<file path="src/rtl/shift_register_ctrl_if.sv">
// Word handshake between a producer and shift_register_ctrl.
// Producer drives in_data/in_valid; the controller answers with in_ready.
interface shift_register_ctrl_if #(
  parameter int WIDTH = 8
);
  logic [WIDTH-1:0] in_data;
  logic             in_valid;
  logic             in_ready;

  modport master (
    output in_data,
    output in_valid,
    input  in_ready
  );

  modport slave (
    input  in_data,
    input  in_valid,
    output in_ready
  );
endinterface

</file>
<file path="src/rtl/shift_register_ctrl.sv">
// Load/shift sequencer for a parallel-load shift register, MSB-first.
// SR_CTRL_BACKTOBACK_EN: accept the next word in the last SHIFT cycle.
module shift_register_ctrl #(
  parameter int WIDTH = 8,
  parameter int DIV   = 4
) (
  input  logic                 clk,
  input  logic                 rst_n,
  shift_register_ctrl_if.slave word,
  output logic                 sr_load,
  output logic                 sr_shift_en,
  output logic [WIDTH-1:0]     sr_pdata,
  output logic                 busy,
  output logic                 frame,
  output logic                 done
);

  localparam int DW = (DIV > 1) ? $clog2(DIV) : 1;
  localparam int BW = (WIDTH > 1) ? $clog2(WIDTH) : 1;
  localparam logic [DW-1:0] DIV_LAST = DW'(DIV - 1);
  localparam logic [BW-1:0] BIT_LAST = BW'(WIDTH - 1);

  typedef enum logic [1:0] {
    IDLE,
    LOAD,
    SHIFT
  } state_t;

  state_t           state;
  state_t           next;
  logic [DW-1:0]    div_cnt;
  logic [BW-1:0]    bit_cnt;
  logic [WIDTH-1:0] pdata;
  logic             done_q;
  logic             tick;
  logic             last;
  logic             hs;
  logic             ready;

  assign tick = (state == SHIFT) && (div_cnt == DIV_LAST);
  assign last = tick && (bit_cnt == BIT_LAST);
  assign hs   = word.in_valid && ready;

  always_ff @(posedge clk) begin
    if (!rst_n) begin
      state <= IDLE;
    end else begin
      state <= next;
    end
  end

  always_comb begin
    next = state;
    unique case (state)
      IDLE:    if (hs) next = LOAD;
      LOAD:    next = SHIFT;
      SHIFT: begin
        // hs can only be true here in back-to-back builds
        if (last) next = hs ? LOAD : IDLE;
      end
      default: next = IDLE;
    endcase
  end

  always_comb begin
    ready       = 1'b0;
    sr_load     = 1'b0;
    sr_shift_en = 1'b0;
    busy        = 1'b1;
    frame       = 1'b0;
    unique case (state)
      IDLE: begin
        ready = 1'b1;
        busy  = 1'b0;
      end
      LOAD: begin
        sr_load = 1'b1;
      end
      SHIFT: begin
        frame       = 1'b1;
        sr_shift_en = tick;
`ifdef SR_CTRL_BACKTOBACK_EN
        ready       = last;
`endif
      end
      default: begin
        busy = 1'b0;
      end
    endcase
  end

  always_ff @(posedge clk) begin
    if (!rst_n) begin
      div_cnt <= '0;
      bit_cnt <= '0;
      pdata   <= '0;
      done_q  <= 1'b0;
    end else begin
      done_q <= last;
      if (hs) pdata <= word.in_data;
      if (state == LOAD) begin
        div_cnt <= '0;
        bit_cnt <= '0;
      end else if (state == SHIFT) begin
        if (tick) begin
          div_cnt <= '0;
          bit_cnt <= last ? '0 : bit_cnt + BW'(1);
        end else begin
          div_cnt <= div_cnt + DW'(1);
        end
      end
    end
  end

  assign word.in_ready = ready;
  assign sr_pdata      = pdata;
  assign done          = done_q;

endmodule

</file>
<file path="src/flat_wrapper.sv">
// flat-port wrapper written by rule: the top's interface ports become plain ports
module shift_register_ctrl_flat 
#(
  parameter int WIDTH = 8,
  parameter int DIV   = 4
)
  (clk, rst_n, sr_load, sr_shift_en, sr_pdata, busy, frame, done, word_in_data, word_in_valid, word_in_ready);
  shift_register_ctrl_if #(.WIDTH(WIDTH)) word_i ();
  input  logic clk;
  input  logic rst_n;
  output logic sr_load;
  output logic sr_shift_en;
  output logic [WIDTH-1:0] sr_pdata;
  output logic busy;
  output logic frame;
  output logic done;
  input wire logic [$bits(word_i.in_data)-1:0] word_in_data;
  input wire logic [$bits(word_i.in_valid)-1:0] word_in_valid;
  output wire logic [$bits(word_i.in_ready)-1:0] word_in_ready;
  assign word_i.in_data = word_in_data;
  assign word_i.in_valid = word_in_valid;
  assign word_in_ready = word_i.in_ready;
  shift_register_ctrl #(.WIDTH(WIDTH), .DIV(DIV)) u_core (.clk(clk), .rst_n(rst_n), .word(word_i), .sr_load(sr_load), .sr_shift_en(sr_shift_en), .sr_pdata(sr_pdata), .busy(busy), .frame(frame), .done(done));
endmodule
</file>
<file path="config.mk">
export PLATFORM = sky130hd
export DESIGN_NAME = shift_register_ctrl_flat
export DESIGN_NICKNAME = d
export VERILOG_FILES = /design/src/rtl/shift_register_ctrl_if.sv /design/src/rtl/shift_register_ctrl.sv /design/src/flat_wrapper.sv
export SDC_FILE = /design/constraint.sdc
export NUM_CORES = 1
export LEC_CHECK = 0
export CAP_MARGIN = 15
export CORE_MARGIN = 2
export CORE_UTILIZATION = 43
export CTS_CLUSTER_DIAMETER = 40
export DETAILED_ROUTE_END_ITERATION = 8
export PLACE_DENSITY = 0.79
export SYNTH_ARGS = -nofsm -noshare
export SYNTH_HDL_FRONTEND = slang
export SYNTH_SLANG_ARGS = --single-unit
</file>
<file path="constraint.sdc">
create_clock -name clk -period 1.43 [get_ports clk]
set_clock_uncertainty 0.1 [all_clocks]
set_input_delay 0.286 -clock clk [delete_from_list [all_inputs] [get_ports clk]]
set_output_delay 0.286 -clock clk [all_outputs]
set_load 0.01 [all_outputs]
</file>
# ---- Word-level counts from Yosys, hierarchy flattened
# Cells that the tools add are included.
dict set report totals {
  register_bits 16
  input_bits 11
  output_inout_bits 14
  elab_cells 33
}
dict set report classes {
  add_sub_neg 2
  eq_ne 6
  n_mux 11
  n_bitwise 1
  n_reduce_logical 8
}
# op n
set op_table {}
lappend op_table {{$mux W1} 6}
lappend op_table {{$mux W2} 3}
lappend op_table {{$pmux W2 S3} 1}
lappend op_table {{$eq A2 B2 Y1 const B} 2}
lappend op_table {{$ne A2 B1 Y1 const B} 2}
lappend op_table {{$reduce_and A2 Y1} 2}
lappend op_table {{$reduce_or A2 Y1} 2}
lappend op_table {{$add A3 B1 Y3 const B} 1}
lappend op_table {{$eq A3 B3 Y1 const B} 1}
lappend op_table {{$logic_and A1 B1 Y1} 3}
lappend op_table {{$mux W3} 1}
lappend op_table {{$add A2 B1 Y2 const B} 1}
lappend op_table {{$eq A2 B1 Y1 const B} 1}
lappend op_table {{$logic_not A2 Y1} 1}
lappend op_table {{$not A1 Y1} 1}

# ---- Logic depth before layout (Yosys ltp)
dict set report depth {
  depth_word 6
  mapped_depth 6
}

# ---- Worst setup path after synthesis
# OpenSTA, ideal clock, no wires.
dict set report synth_timing {
  path_kind {register -> register}
  start {register u_core.state[0]}
  end {register u_core.state[1]}
  setup_time_ns 0.072
  arrival_time_ns 1.171
  path_slack_ns 0.087
  path_stages_with_launch 7
  path_buffers 1
  period_less_slack_ns 1.343
  cell_sequence {dfxtp_1 inv_1 ha_1 buf_6 a21boi_4 a21oi_2 mux2i_1}
}
dict set report synth_via {
  elab_chain_cells 5
  word_cells_on_any_way 11
}
# element line_no
set synth_rtl {}
lappend synth_rtl {{start: declaration} shift_register_ctrl.sv:29} ;# state_t state;
lappend synth_rtl {{start signal: assignment} shift_register_ctrl.sv:48} ;# state <= next;
lappend synth_rtl {{$eq A2 B2 Y1 / $logic_not A2 Y1 (equally long branches)} {shift_register_ctrl.sv:40, shift_register_ctrl.sv:54, shift_register_ctrl.sv:71}}
lappend synth_rtl {{$logic_and A1 B1 Y1 / $mux W1 (equally long branches)} {shift_register_ctrl.sv:40, shift_register_ctrl.sv:71}}
lappend synth_rtl {{$logic_and A1 B1 Y1 (on tied branches)} {shift_register_ctrl.sv:41, shift_register_ctrl.sv:42}}
lappend synth_rtl {{$ne A2 B1 Y1 (no source line)} --}
lappend synth_rtl {{$reduce_and A2 Y1 (no source line)} --}
# Several ways; a longest one is shown, not always the timed one.
# A chain may end at the register's enable or synchronous reset.

# ---- Final worst setup path
dict set report layout_timing {
  start {register u_core.state[0]}
  end {output port frame}
}
dict set report layout_via {
  elab_chain_cells 2
}
# element line_no
set layout_rtl {}
lappend layout_rtl {{$eq A2 B2 Y1} shift_register_ctrl.sv:71} ;# unique case (state)
lappend layout_rtl {{$mux W1} shift_register_ctrl.sv:71}
lappend layout_rtl {{end: declaration} flat_wrapper.sv:15} ;# output logic frame;
# No other way between the ends.

==> impl_metrics.env <==
export IMPL_max_freq_mhz=670
export IMPL_fin_cells=132
export IMPL_worst_pin_slew_ps=193
export IMPL_final_common_cell="dfxtp_1"
export IMPL_mostFrequentLayoutCells="dfxtp_1, nand2_1, buf_4, clkdlybuf4s50_1, dlygate4sd2_1"
export IMPL_areaGrowthSynthToFinish_pct=57.2
export IMPL_layout_nets=134
export IMPL_fin_tns_setup_ps=-137
export IMPL_synth_top_area_frac=0.435
export IMPL_finalHoldViolCount=0
export IMPL_finalCritPeriodShare=1.04
export IMPL_crit_path_start_kind="flip-flop"
export IMPL_dp_hpwl_um=1110
export IMPL_cap_violations=0
export IMPL_max_stage_delay_ps=370
export IMPL_ant_nets=0
export IMPL_dpl_cell_area_um2=1040
export IMPL_die_h_um=45.4
export IMPL_outcome="finished with violations"
export IMPL_async_reset_ff_frac=0
export IMPL_clkTransAtPathRegs_ps=90
export IMPL_insertion_delay_ps=280
export IMPL_die_area_um2=2060
export IMPL_p_per_area_nw_per_um2=939
export IMPL_grt_use_total=0.155
export IMPL_grt_max_degree=12
export IMPL_wirelength_um=1540
export IMPL_port_buffers=24
export IMPL_finalSetupViolations=5
export IMPL_multiInputGateArea_um2=422
export IMPL_num_rows=14
export IMPL_drive_gt1_frac=0.328
export IMPL_seq_area_frac_synth=0.435
export IMPL_ir_drop_mv=0.561
export IMPL_critPathMostFrequentCell="buf_6"
export IMPL_regArea_um2=327
export IMPL_grt_pass1_wl_um=2300
export IMPL_grt_pass1_vias=559
export IMPL_initial_core_util=0.473
export IMPL_finalMaxSlewViolations=0
export IMPL_synth_nets=96
export IMPL_rsz0062_at_grt="yes"
export IMPL_vias=653
export IMPL_drt_vias_per_instance=4.95
export IMPL_drt_initial_drc_count=7
export IMPL_fin_area_um2=1160
export IMPL_synth_area_per_cell_um2=9.33
export IMPL_endpoint_kind="primary output"
export IMPL_antenna_found_initial=0
export IMPL_hold_class="reg2reg"
export IMPL_place_gp_congestion=0.773
export IMPL_holdPathStages=2
export IMPL_diodes=0
export IMPL_cpMaxStageDelayCell="dfxtp_2"
export IMPL_grt_overflow=0
export IMPL_syn_inst=79
export IMPL_cp_data_arrival_time_ps=1110
export IMPL_cts_buffers=3
export IMPL_crit_type="reg2out"
export IMPL_min_period_ps=1490
export IMPL_ys_flop_type="dfxtp_1"
export IMPL_worst_slack_ps=-62.2
export IMPL_cts_sinks=16
export IMPL_io_pins=25
export IMPL_synth_top_cells_by_area="dfxtp_1, ha_1, a21boi_1"
export IMPL_clock_path_buffers=2
export IMPL_drc=0
export IMPL_crit_chain="inv_4 -> ha_4 -> buf_6 -> buf_6"
export IMPL_worstPathRequired_ps=1040
export IMPL_yosys_register_bits=16
export IMPL_synth_edf_count=0
export IMPL_violations="setup timing"
export IMPL_cts_root_buf="clkbuf_4"
export IMPL_ctsHoldBuffers=0
export IMPL_first_pass_iters=3
export IMPL_relSlewSlack=0.872
export IMPL_synth_area_um2=737
export IMPL_die_width_um=45.4
export IMPL_synth_area_leader_cell="dfxtp_1"
export IMPL_fillers=117
export IMPL_coreArea_um2=1560
export IMPL_yosysUniqueCellTypes=22
export IMPL_ys_warn_count=0
export IMPL_htreeDepth=1
export IMPL_cts_tree="yes"
export IMPL_crit_fanout=3
export IMPL_leakage_nw=0.543
export IMPL_dp_cells=125
export IMPL_wire_per_inst_um=11.7
export IMPL_reg2reg_depth=7
[timing repair]
action                                  4_1_cts  5_1_grt
gates resized for setup                      49        2
endpoints found under the setup margin       16        6
pin swaps                                     3        1
buffers inserted                              3        1
[logic make-up after synthesis]
| family | count (synthesis) | share of synthesized area |
|---|---|---|
| AOI/OAI and AO/OA | 14 | 0.153 |
| adders and majority gates | 6 | 0.102 |
| buffers and inverters | 8 | 0.0577 |
| DFF | 16 | 0.435 |
| muxes | 4 | 0.0543 |
| and+or+nand+nor | 31 | 0.199 |
[metal layers]
| metal | wire length [um] | vias up | track usage |
|---|---|---|---|
| li1 | - | 343 | - |
| met1 | 775 | 290 | 0.209 |
| met2 | 705 | 18 | 0.228 |
| met3 | 60 | 2 | 0.0317 |
| met4 | 2 | 0 | 0.0882 |
| met5 | 0 | - | 0 |
[cell type report]
type,count,area share
well taps,16,0.0173
repair buffers,37,0.288
inverters,4,0.0173
multi-input cells,55,0.364
flip-flops and latches,16,0.282
clock buffers,4,0.0313
[where the power goes]
part           switching, mW  internal [mW]
logic                  0.134          0.164
clock network          0.143          0.155
registers             0.0179          0.474
total                  0.296          0.792
[state kept, by name (all words and copies together), names as in the netlist]
register	count
u_core.state	2
u_core.done	1
u_core.bit_cnt	3
u_core.div_cnt	2
u_core.sr_pdata	8
[final timing paths]
check | startpoint | end | slack (ps)
max | u_core.state[0]$_SDFFE_PN0P_ | frame | -60
min reg2reg | u_core.sr_pdata[6]$_SDFFE_PN0P_ | u_core.sr_pdata[6]$_SDFFE_PN0P_ | 350
max reg2reg | u_core.state[0]$_SDFFE_PN0P_ | u_core.state[1]$_SDFFE_PN0P_ | -20
min | u_core.sr_pdata[6]$_SDFFE_PN0P_ | u_core.sr_pdata[6]$_SDFFE_PN0P_ | 350
[per-stage QoR]
stage	utilization	power, mW	setup slack, ps	hold WS, ps
floorplan	-	0.638	87.1	332
global placement	0.670	0.766	-186	341
detailed placement	0.670	0.768	-201	347
CTS	0.735	1.10	-51.0	358
global route	0.743	1.14	-107	374
finish	0.743	1.09	-62.2	353
[cell usage after synthesis, types with 2 or more instances]
library cell  number
nand3_1            8
a21oi_1            2
dfxtp_1           16
a21boi_1           8
mux2i_1            4
inv_2              2
ha_1               6
inv_1              2
nand2_2            2
nand4b_1           2
nor2_1             5
nand2_1           12
[worst max-delay path, delay by kind of cell, from the launching register on]
family	cells	cell delay, ps
buffers and inverters	3	290
DFF	1	370
adders and majority gates	1	170
No activity file was read; power rests on OpenSTA's default activity.
